$ cat src/rtl/eca_pkg.sv
// Shared types and constants for the elementary cellular automaton engine.
package eca_pkg;

  typedef enum logic [1:0] {
    ST_IDLE   = 2'd0,
    ST_STREAM = 2'd1,
    ST_STEP   = 2'd2,
    ST_DONE   = 2'd3
  } state_t;

  // Encoding 2'd3 is reserved and treated like BND_ZERO by the datapath.
  typedef enum logic [1:0] {
    BND_ZERO = 2'd0,
    BND_ONE  = 2'd1,
    BND_WRAP = 2'd2
  } bnd_t;

  localparam logic [7:0] RULE_110 = 8'd110;

endpackage

$ cat src/rtl/eca_next_gen.sv
// Combinational next-generation function for an elementary CA of WIDTH cells.
// Cell i uses L = cell i+1, C = cell i, R = cell i-1; edges come from the boundary mode.
import eca_pkg::*;

module eca_next_gen #(
  parameter int WIDTH = 64
) (
  input  logic [WIDTH-1:0] i_cells,
  input  logic [7:0]       i_rule,
  input  logic [1:0]       i_boundary,
  output logic [WIDTH-1:0] o_next
);

  logic             w_left_edge;
  logic             w_right_edge;
  logic [WIDTH+1:0] w_ext;

  always_comb begin
    w_left_edge  = 1'b0;
    w_right_edge = 1'b0;
    case (i_boundary)
      BND_ONE: begin
        w_left_edge  = 1'b1;
        w_right_edge = 1'b1;
      end
      BND_WRAP: begin
        w_left_edge  = i_cells[0];
        w_right_edge = i_cells[WIDTH-1];
      end
      default: begin
        w_left_edge  = 1'b0;
        w_right_edge = 1'b0;
      end
    endcase
  end

  // Padded vector: w_ext[i+2:i] is the {L,C,R} neighbourhood of cell i.
  assign w_ext = {w_left_edge, i_cells, w_right_edge};

  always_comb begin
    o_next = '0;
    for (int i = 0; i < WIDTH; i++) begin
      o_next[i] = i_rule[w_ext[i+2 -: 3]];
    end
  end

endmodule

$ cat src/rtl/eca_engine.sv
// Elementary CA engine: CHUNK-wide seed load, N generations, each emitted as
// WIDTH/CHUNK MSB-first beats on a valid/ready stream.
import eca_pkg::*;

module eca_engine #(
  parameter int WIDTH = 64,
  parameter int CHUNK = 8,
  parameter int GEN_W = 16
) (
  input  logic             clk,
  input  logic             rst,
  input  logic [7:0]       cfg_rule,
  input  logic [1:0]       cfg_boundary,
  input  logic             load_valid,
  input  logic [CHUNK-1:0] load_data,
  output logic             load_ready,
  input  logic             start,
  input  logic [GEN_W-1:0] gen_count,
  output logic             out_valid,
  output logic [CHUNK-1:0] out_data,
  input  logic             out_ready,
  output logic             busy,
  output logic             done,
  output logic [1:0]       dbg_state
);

  localparam int BEATS = WIDTH / CHUNK;
  localparam int BW    = $clog2(BEATS);
  localparam logic [BW-1:0] LAST_BEAT = BW'(BEATS - 1);

  // Stream handshake: a beat transfers on any clock edge where out_valid and
  // out_ready are both high; while out_valid is high and out_ready low, out_data
  // and out_valid hold (the cell register and beat index do not move).
  state_t           r_state;
  state_t           w_next_state;
  logic [WIDTH-1:0] r_cells;
  logic [BW-1:0]    r_beat;
  logic [GEN_W-1:0] r_gen;
  logic [GEN_W-1:0] r_n;
  logic [7:0]       r_rule;
  logic [1:0]       r_bnd;
  logic [WIDTH-1:0] w_next_cells;
  logic [WIDTH-1:0] w_shifted;
  logic             w_out_hs;
  logic             w_frame_end;

  eca_next_gen #(.WIDTH(WIDTH)) u_next_gen (
    .i_cells    (r_cells),
    .i_rule     (r_rule),
    .i_boundary (r_bnd),
    .o_next     (w_next_cells)
  );

  assign w_out_hs    = (r_state == ST_STREAM) && out_ready;
  assign w_frame_end = w_out_hs && (r_beat == LAST_BEAT);
  assign w_shifted   = r_cells << (CHUNK * r_beat);
  assign dbg_state   = r_state;

  always_comb begin
    w_next_state = r_state;
    load_ready   = 1'b0;
    out_valid    = 1'b0;
    out_data     = '0;
    busy         = 1'b1;
    done         = 1'b0;
    case (r_state)
      ST_IDLE: begin
        load_ready = 1'b1;
        busy       = 1'b0;
        if (start) w_next_state = ST_STREAM;
      end
      ST_STREAM: begin
        out_valid = 1'b1;
        out_data  = w_shifted[WIDTH-1 -: CHUNK];
        if (w_frame_end) w_next_state = (r_gen == r_n) ? ST_DONE : ST_STEP;
      end
      ST_STEP: w_next_state = ST_STREAM;
      ST_DONE: begin
        done         = 1'b1;
        w_next_state = ST_IDLE;
      end
      default: w_next_state = ST_IDLE;
    endcase
  end

  always_ff @(posedge clk) begin
    if (rst) begin
      r_state <= ST_IDLE;
      r_cells <= '0;
      r_beat  <= '0;
      r_gen   <= '0;
      r_n     <= '0;
      r_rule  <= RULE_110;
      r_bnd   <= BND_ZERO;
    end else begin
      r_state <= w_next_state;
      case (r_state)
        ST_IDLE: begin
          if (load_valid) r_cells <= {r_cells[WIDTH-CHUNK-1:0], load_data};
          if (start) begin
            r_rule <= cfg_rule;
            r_bnd  <= cfg_boundary;
            r_n    <= gen_count;
            r_beat <= '0;
            r_gen  <= '0;
          end
        end
        ST_STREAM: begin
          if (w_out_hs) r_beat <= (r_beat == LAST_BEAT) ? '0 : r_beat + 1'b1;
        end
        ST_STEP: begin
          r_cells <= w_next_cells;
          r_gen   <= r_gen + 1'b1;
          r_beat  <= '0;
        end
        default: ;
      endcase
    end
  end

endmodule
$ cat config.mk
export PLATFORM = sky130hd
export DESIGN_NAME = eca_engine
export DESIGN_NICKNAME = d
export VERILOG_FILES = /design/src/rtl/eca_pkg.sv /design/src/rtl/eca_next_gen.sv /design/src/rtl/eca_engine.sv
export SDC_FILE = /design/constraint.sdc
export NUM_CORES = 1
export LEC_CHECK = 0
export ABC_AREA = 0
export BUFFER_PORTS_ARGS = -buffer_cell sky130_fd_sc_hd__buf_2
export CAP_MARGIN = 20
export CORE_ASPECT_RATIO = 0.5
export CORE_UTILIZATION = 41
export DETAILED_ROUTE_END_ITERATION = 10
export SLEW_MARGIN = 20
export SYNTH_ARGS = -nofsm -noshare
export SYNTH_HDL_FRONTEND = slang
export SYNTH_SLANG_ARGS = --single-unit
$ cat constraint.sdc
create_clock -name clk -period 2.2 [get_ports clk]
set_input_delay 0.22 -clock clk [delete_from_list [all_inputs] [get_ports clk]]
set_output_delay 0.22 -clock clk [all_outputs]
set_load 0.05 [all_outputs]
==> out/results.ini, run 1 <==
[outcome]
status=finished clean

[detailed_routing]
drc=0
drtPass1Iterations=5
vias=7551
routed_via_density=6.53
drt_iter0_markers=828
routed_wl_mm=27.4
ant_nets=0
routedWlPerCell_microns=23.7

[timing]
max_freq_ghz=0.471
hold_slack_ns=0.0699
tns_ns=0
finClkSkew_ns=0.0122
worst_slew_pin_slew_ns=0.921
hold_violations=0
slew_headroom_pct=38.6
post-route-min-period_ns=2.12
slew_viol_final=0
finalSetupViolCount=0
period_share_pct=96.5
rsz0062_at_grt=false

[placement]
place_inst=1139
place_hpwl_mm=16.7
place_congestion=0.812
io_buffers=52

[synth]
syn-num-nets=952
ys_async_sr_fraction_pct=0
ys_seq_elements=111
synth_area_sq_um=9920
synth_cells=908
synthMostInstantiatedCell=mux4_2
ys.flop_type=dfxtp_1
synth_cell_type_count=56
yosys.area.top_type=mux4_2
ys_seq_area_share_pct=22.4
synth_edf_count=0
ys_warn_count=0
synth_top_cell_area_share_pct=32.5
synthTopCellsByCount=mux4_2 (143), dfxtp_1 (111), buf_2 (78)
synth_area_per_cell_sq_um=10.9
yosys-top-cells-area=mux4_2 (32%), dfxtp_1 (22%), a211oi_2 (6.6%), mux2i_1 (4.2%), buf_2 (3.9%)

[worst_setup_path]
path_class=flip-flop to primary output
max_stage_delay_ns=0.55
worstPathArrival_ns=1.90
slowest_stage=mux4_2
crit_fanout=16
cp.required_ns=1.98
cp_cell_sequence=buf_12 -> mux4_2 -> mux2i_1 -> nor2_1 -> buf_2
endpoint_kind=primary output
startpoint_type=flip-flop

[global_routing]
grt_pass1_wl_mm=43.9
grt_max_degree=66
grt_overflow_total=0
track_usage_pct=22.5
grt_pass1_vias=7534
antenna_found_initial=0

[floorplan]
die_area_sq_um=24900
die_w_microns=222
io_pins=53
core-area_sq_um=23300
die_y_microns=112
fp-row-count=39
start_util_pct=42.6

[cts]
numCtsBuffers=9
clk_pin_slew_ns=0.08
cts_tree=done
clk_latency_ns=0.37
clockBufferDepth=2
root_buffer=clkbuf_16
cts_hold_buf=0
htree_num_levels=3
cts.sinks=111

[power_and_ir_drop]
powerDensity_nw_per_um2=525
vdd.ir_drop.worst_mv=0.399
leakagePower_nw=3.48
fin_total_pwr_mw=5.47

[final_layout]
syn_to_final_growth_pct=5.01
drive_gt1_share_pct=39.3
n_fill_cell=2136
nets=887
stdcell_count=1156

[hold_path]
worst_hold_path_type=input pin to flip-flop

[job]
maxCapViolations=0

## area by class of cell
cell class	instances	area [sq um]	share of cell area [%]
inverters	8	30.0	0.288
clock buffers	9	225	2.16
multi-input cells	623	6700	64.3
clock inverters	7	86.3	0.829
diodes	1	2.50	0.0240
flip-flops and latches	111	2240	21.5
repair buffers	90	761	7.30
well taps	307	384	3.69
## worst paths after layout
check	slack, ns	to	start	cells past startpoint
worst min register to register	0.47	r_n[9]	r_n[9]	2
worst max register to register	0.27	r_cells[54]	dbg_state[0]	4
worst min-delay path	0.07	r_rule[2]	cfg_rule[2]	3
worst max-delay path	0.08	out_data[0]	r_beat[1]	5
## repair_timing
item / CTS / global route
buffers inserted: 0 / 0
endpoints found under the setup margin: 0 / 8
gates resized for setup: 0 / 3
## registers in the layout, summed over array words and instances (netlist names)
signal / count
dbg_state: 2
r_beat: 3
r_bnd: 2
r_cells: 64
r_gen: 16
r_n: 16
r_rule: 8
## worst max-delay path: cells and delay by family (launching register included)
kind | cells | cell delay [ns]
buf+inv | 2 | 0.39
flops | 1 | 0.37
mux | 2 | 0.70
simple gates | 1 | 0.07
## metal layers
metal	wire, microns	GRT usage [%]	up-vias
met1	12000	32.1	3852
met3	2110	3.93	33
met2	12900	35.2	325
li1	-	-	3341
met4	385	5.93	0
met5	0	0	-
## metrics by stage
step | worst slack (ns) | utilization, % | instance area (sq um)
after global placement | 0.378 | 43.4 | 10100
after global routing | 0.00251 | 44.8 | 10400
after CTS | 0.0189 | 44.7 | 10400
after floorplan | 0.0429 | - | 9920
after detailed placement | 0.295 | 43.4 | 10100
final | 0.0765 | 44.8 | 10400
## report_power, final
group	total, mW	switching [mW]	internal (mW)
combinational	1.32	0.663	0.658
sequential	2.34	0.237	2.10
clock	1.80	0.890	0.913
total	5.47	1.79	3.68
## layout by cell type (no fill, tap or decap), drive strengths merged, types with 5 or more instances in the layout
cell type	n
nand3	9
nor2b	60
dfxtp	111
a21oi	31
nor3	36
o21ai	7
nand2b	5
nand3b	6
buf	90
mux4	144
mux2i	42
nor2	28
a211oi	91
nor4	11
ha	5
nand2	64
inv	12
o22ai	29
clkbuf	9
xnor2	8
xor2	15
## cell families after synthesis
kind of cell	Yosys count	synth area share, %
fa+ha+maj	5	0.630
buf+inv	174	10.2
compound gates	173	14.7
simple gates	233	12.7
flops	111	22.4
xor+xnor	23	2.03
mux	189	37.3
No activity file was read; power rests on OpenSTA's default activity.
==> run 2, diff against run 1 <==
==> constraint.sdc (replaced) <==
create_clock -name clk -period 2.2 [get_ports clk]
set_input_delay 0.11 -clock clk [delete_from_list [all_inputs] [get_ports clk]]
set_output_delay 0.11 -clock clk [all_outputs]
set_load 0.05 [all_outputs]
==> run 2 against run 1 <==
  * Sequential power about the same
  * First-iteration DRC count decreased by 8.6%
  * Clock skew decreased by 0.0074 ns
  * Final cell count increased by 2.0%
  * Routed wire length decreased by 0.26%
  * Utilization increased by 0.74 points
  * Clock power increased by 4%
  * Largest cell class unchanged
==> out/results.ini, run 2 (same netlist as run 1, synthesis figures left out) <==
[final_layout]
drive_gt1_share_pct=37.5  ; was 39.3%
final_core_utilization_pct=45.5  ; was 44.8%
final_cell_mix=mux4_2 (143), dfxtp_1 (103), nand2_1 (64)  ; was mux4_2 (143), dfxtp_1 (100), nand2_1 (64)
syn_to_final_growth_pct=6.75  ; was 5.01%
layout_commonest_cell=mux4_2  ; unchanged
stdcell_count=1179  ; was 1,156
nets=910  ; was 887
regMostFlops=r_cells  ; unchanged
largest_reg_flops=64  ; unchanged
n_fill_cell=2067  ; was 2,136
reg.largest.list=r_cells (64), r_gen (16), r_n (16)  ; unchanged

[floorplan]
core-area_sq_um=23300  ; unchanged
fp-row-count=39  ; unchanged
die_y_microns=112  ; unchanged
die_area_sq_um=24900  ; unchanged
start_util_pct=42.6  ; unchanged
io_pins=53  ; unchanged
die_w_microns=222  ; unchanged

[timing]
post-route-min-period_ns=2.10  ; was 2.12 ns
hold_violations=0  ; unchanged
rsz0062_at_grt=false  ; unchanged
period_share_pct=95.3  ; was 96.5%
finalSetupViolCount=0  ; unchanged
slew_viol_final=0  ; unchanged
max_freq_ghz=0.477  ; was 0.471 GHz
finClkSkew_ns=0.00486  ; was 0.0122 ns
worst_slew_pin_slew_ns=0.899  ; was 0.921 ns
slew_headroom_pct=40.1  ; was 38.6%
hold_slack_ns=0.0558  ; was 0.0699 ns
tns_ns=0  ; unchanged

[power_and_ir_drop]
fin_total_pwr_mw=5.53  ; was 5.47 mW
powerDensity_nw_per_um2=522  ; was 525 nW/um^2
vdd.ir_drop.worst_mv=0.396  ; was 0.399 mV
clock_power_share_pct=33.8  ; was 33.0%
p_sw_share_pct=33.1  ; was 32.7%
switchingPower_mw=1.83  ; was 1.79 mW
leakagePower_nw=3.56  ; was 3.48 nW
combPwrFrac_pct=24.1  ; was 24.2%
p_seq_share_pct=42.0  ; was 42.8%
p_int_mw=3.70  ; was 3.68 mW

[worst_setup_path]
worstPathArrival_ns=1.99  ; was 1.90 ns
startpoint_type=flip-flop  ; unchanged
endpoint_kind=primary output  ; unchanged
path_class=flip-flop to primary output  ; unchanged
cp.required_ns=2.09  ; was 1.98 ns
crit_fanout=19  ; was 16
reg2reg_slack_ns=0.27  ; about the same

[detailed_routing]
routed_wl_mm=27.3  ; was 27.4 mm
vias=7757  ; was 7,551
routedWlPerCell_microns=23.2  ; was 23.7 microns
ant_nets=0  ; unchanged
drt_iter0_markers=757  ; was 828
routed_via_density=6.58  ; was 6.53
drtPass1Iterations=5  ; unchanged
drc=0  ; unchanged

[cts]
cts_tree=done  ; unchanged
clk_latency_ns=0.37  ; about the same
clockBufferDepth=2  ; unchanged
cts.sinks=111  ; unchanged
htree_num_levels=3  ; unchanged
numCtsBuffers=9  ; unchanged
clk_pin_slew_ns=0.08  ; about the same
cts_setup_buffers=0  ; unchanged
root_buffer=clkbuf_16  ; unchanged

[hold_path]
worst_hold_path_type=input pin to flip-flop  ; unchanged

[global_routing]
antenna_found_initial=1  ; was 0
grt_pass1_wl_mm=44.5  ; was 43.9 mm
track_usage_pct=22.6  ; was 22.5%
grt_pass1_vias=7680  ; was 7,534
grt_max_degree=75  ; was 66
grt_overflow_total=0  ; unchanged

[placement]
place_hpwl_mm=16.4  ; was 16.7 mm
io_buffers=52  ; unchanged
place_congestion=0.847  ; was 0.812
place_inst=1136  ; was 1,139

[outcome]
status=finished clean  ; unchanged

[job]
maxCapViolations=0  ; unchanged

==> run 2: cell count changes in the layout (fill, tap and decap cells not counted) <==
cell | previous run | this run
clkinvlp_4 | 1 | 0
clkinv_8 | 0 | 3
buf_8 | 0 | 2
buf_12 | 17 | 9
dlygate4sd3_1 | 0 | 26
buf_4 | 22 | 25
dfxtp_2 | 11 | 8
dfxtp_1 | 100 | 103
clkinv_4 | 1 | 0
inv_6 | 2 | 1
==> run 2: what timing repair did <==
item	in CTS	in global routing
gates resized for setup	0	4
endpoints found under the setup margin	0	8
endpoints found under the hold margin	26	0
hold buffers	26	0
==> run 2: critical path: stages, from the launching register on <==
cell     delay [ns]
dfxtp_1        0.35
buf_8          0.22
mux4_2         0.55
mux2i_1        0.19
nor2_1         0.08
buf_2          0.22
==> run 2: layout make-up <==
class	instances	area, sq um	share of cell area [%]
multi-input cells	623	6700	63.2
flip-flops and latches	111	2230	21.1
repair buffers	113	913	8.62
well taps	307	384	3.63
clock buffers	9	225	2.13
clock inverters	7	110	1.04
inverters	8	30.0	0.283
diodes	1	2.50	0.0236
==> run 2: layer usage <==
metal  track usage, %  vias up  share of wire (%)
li1                 -     3391                  -
met1             31.5     3951                 43
met2             35.8      387                 48
met3             3.99       28                7.8
met4             7.31        0                1.4
met5                0        -                  0
==> run 2: power by group through the flow <==
stage	Combinational, mW	Sequential (mW)	Clock, mW
2_1_floorplan	1.17	2.20	0
3_3_place_gp	1.26	2.36	0
3_5_place_dp	1.28	2.37	0
4_1_cts	1.32	2.32	1.90
5_1_grt	1.42	2.34	1.97
6_report	1.34	2.32	1.87
==> run 2: path summary, 6_finish.rpt <==
path / start / endpoint / depth (start not counted)
setup / recovery: r_beat[0] / out_data[1] / 5
hold / removal: out_ready / dbg_state[1] / 3
setup reg to reg: dbg_state[0] / r_cells[40] / 4
hold reg to reg: r_n[9] / r_n[9] / 2
==> run 2: stage by stage <==
stage | setup slack (ns) | area [sq um]
2_1_floorplan | 0.0429 | 9920
3_3_place_gp | 0.391 | 9980
3_5_place_dp | 0.324 | 9980
4_1_cts | 0.00792 | 10600
5_1_grt | 0.00830 | 10600
6_report | 0.104 | 10600
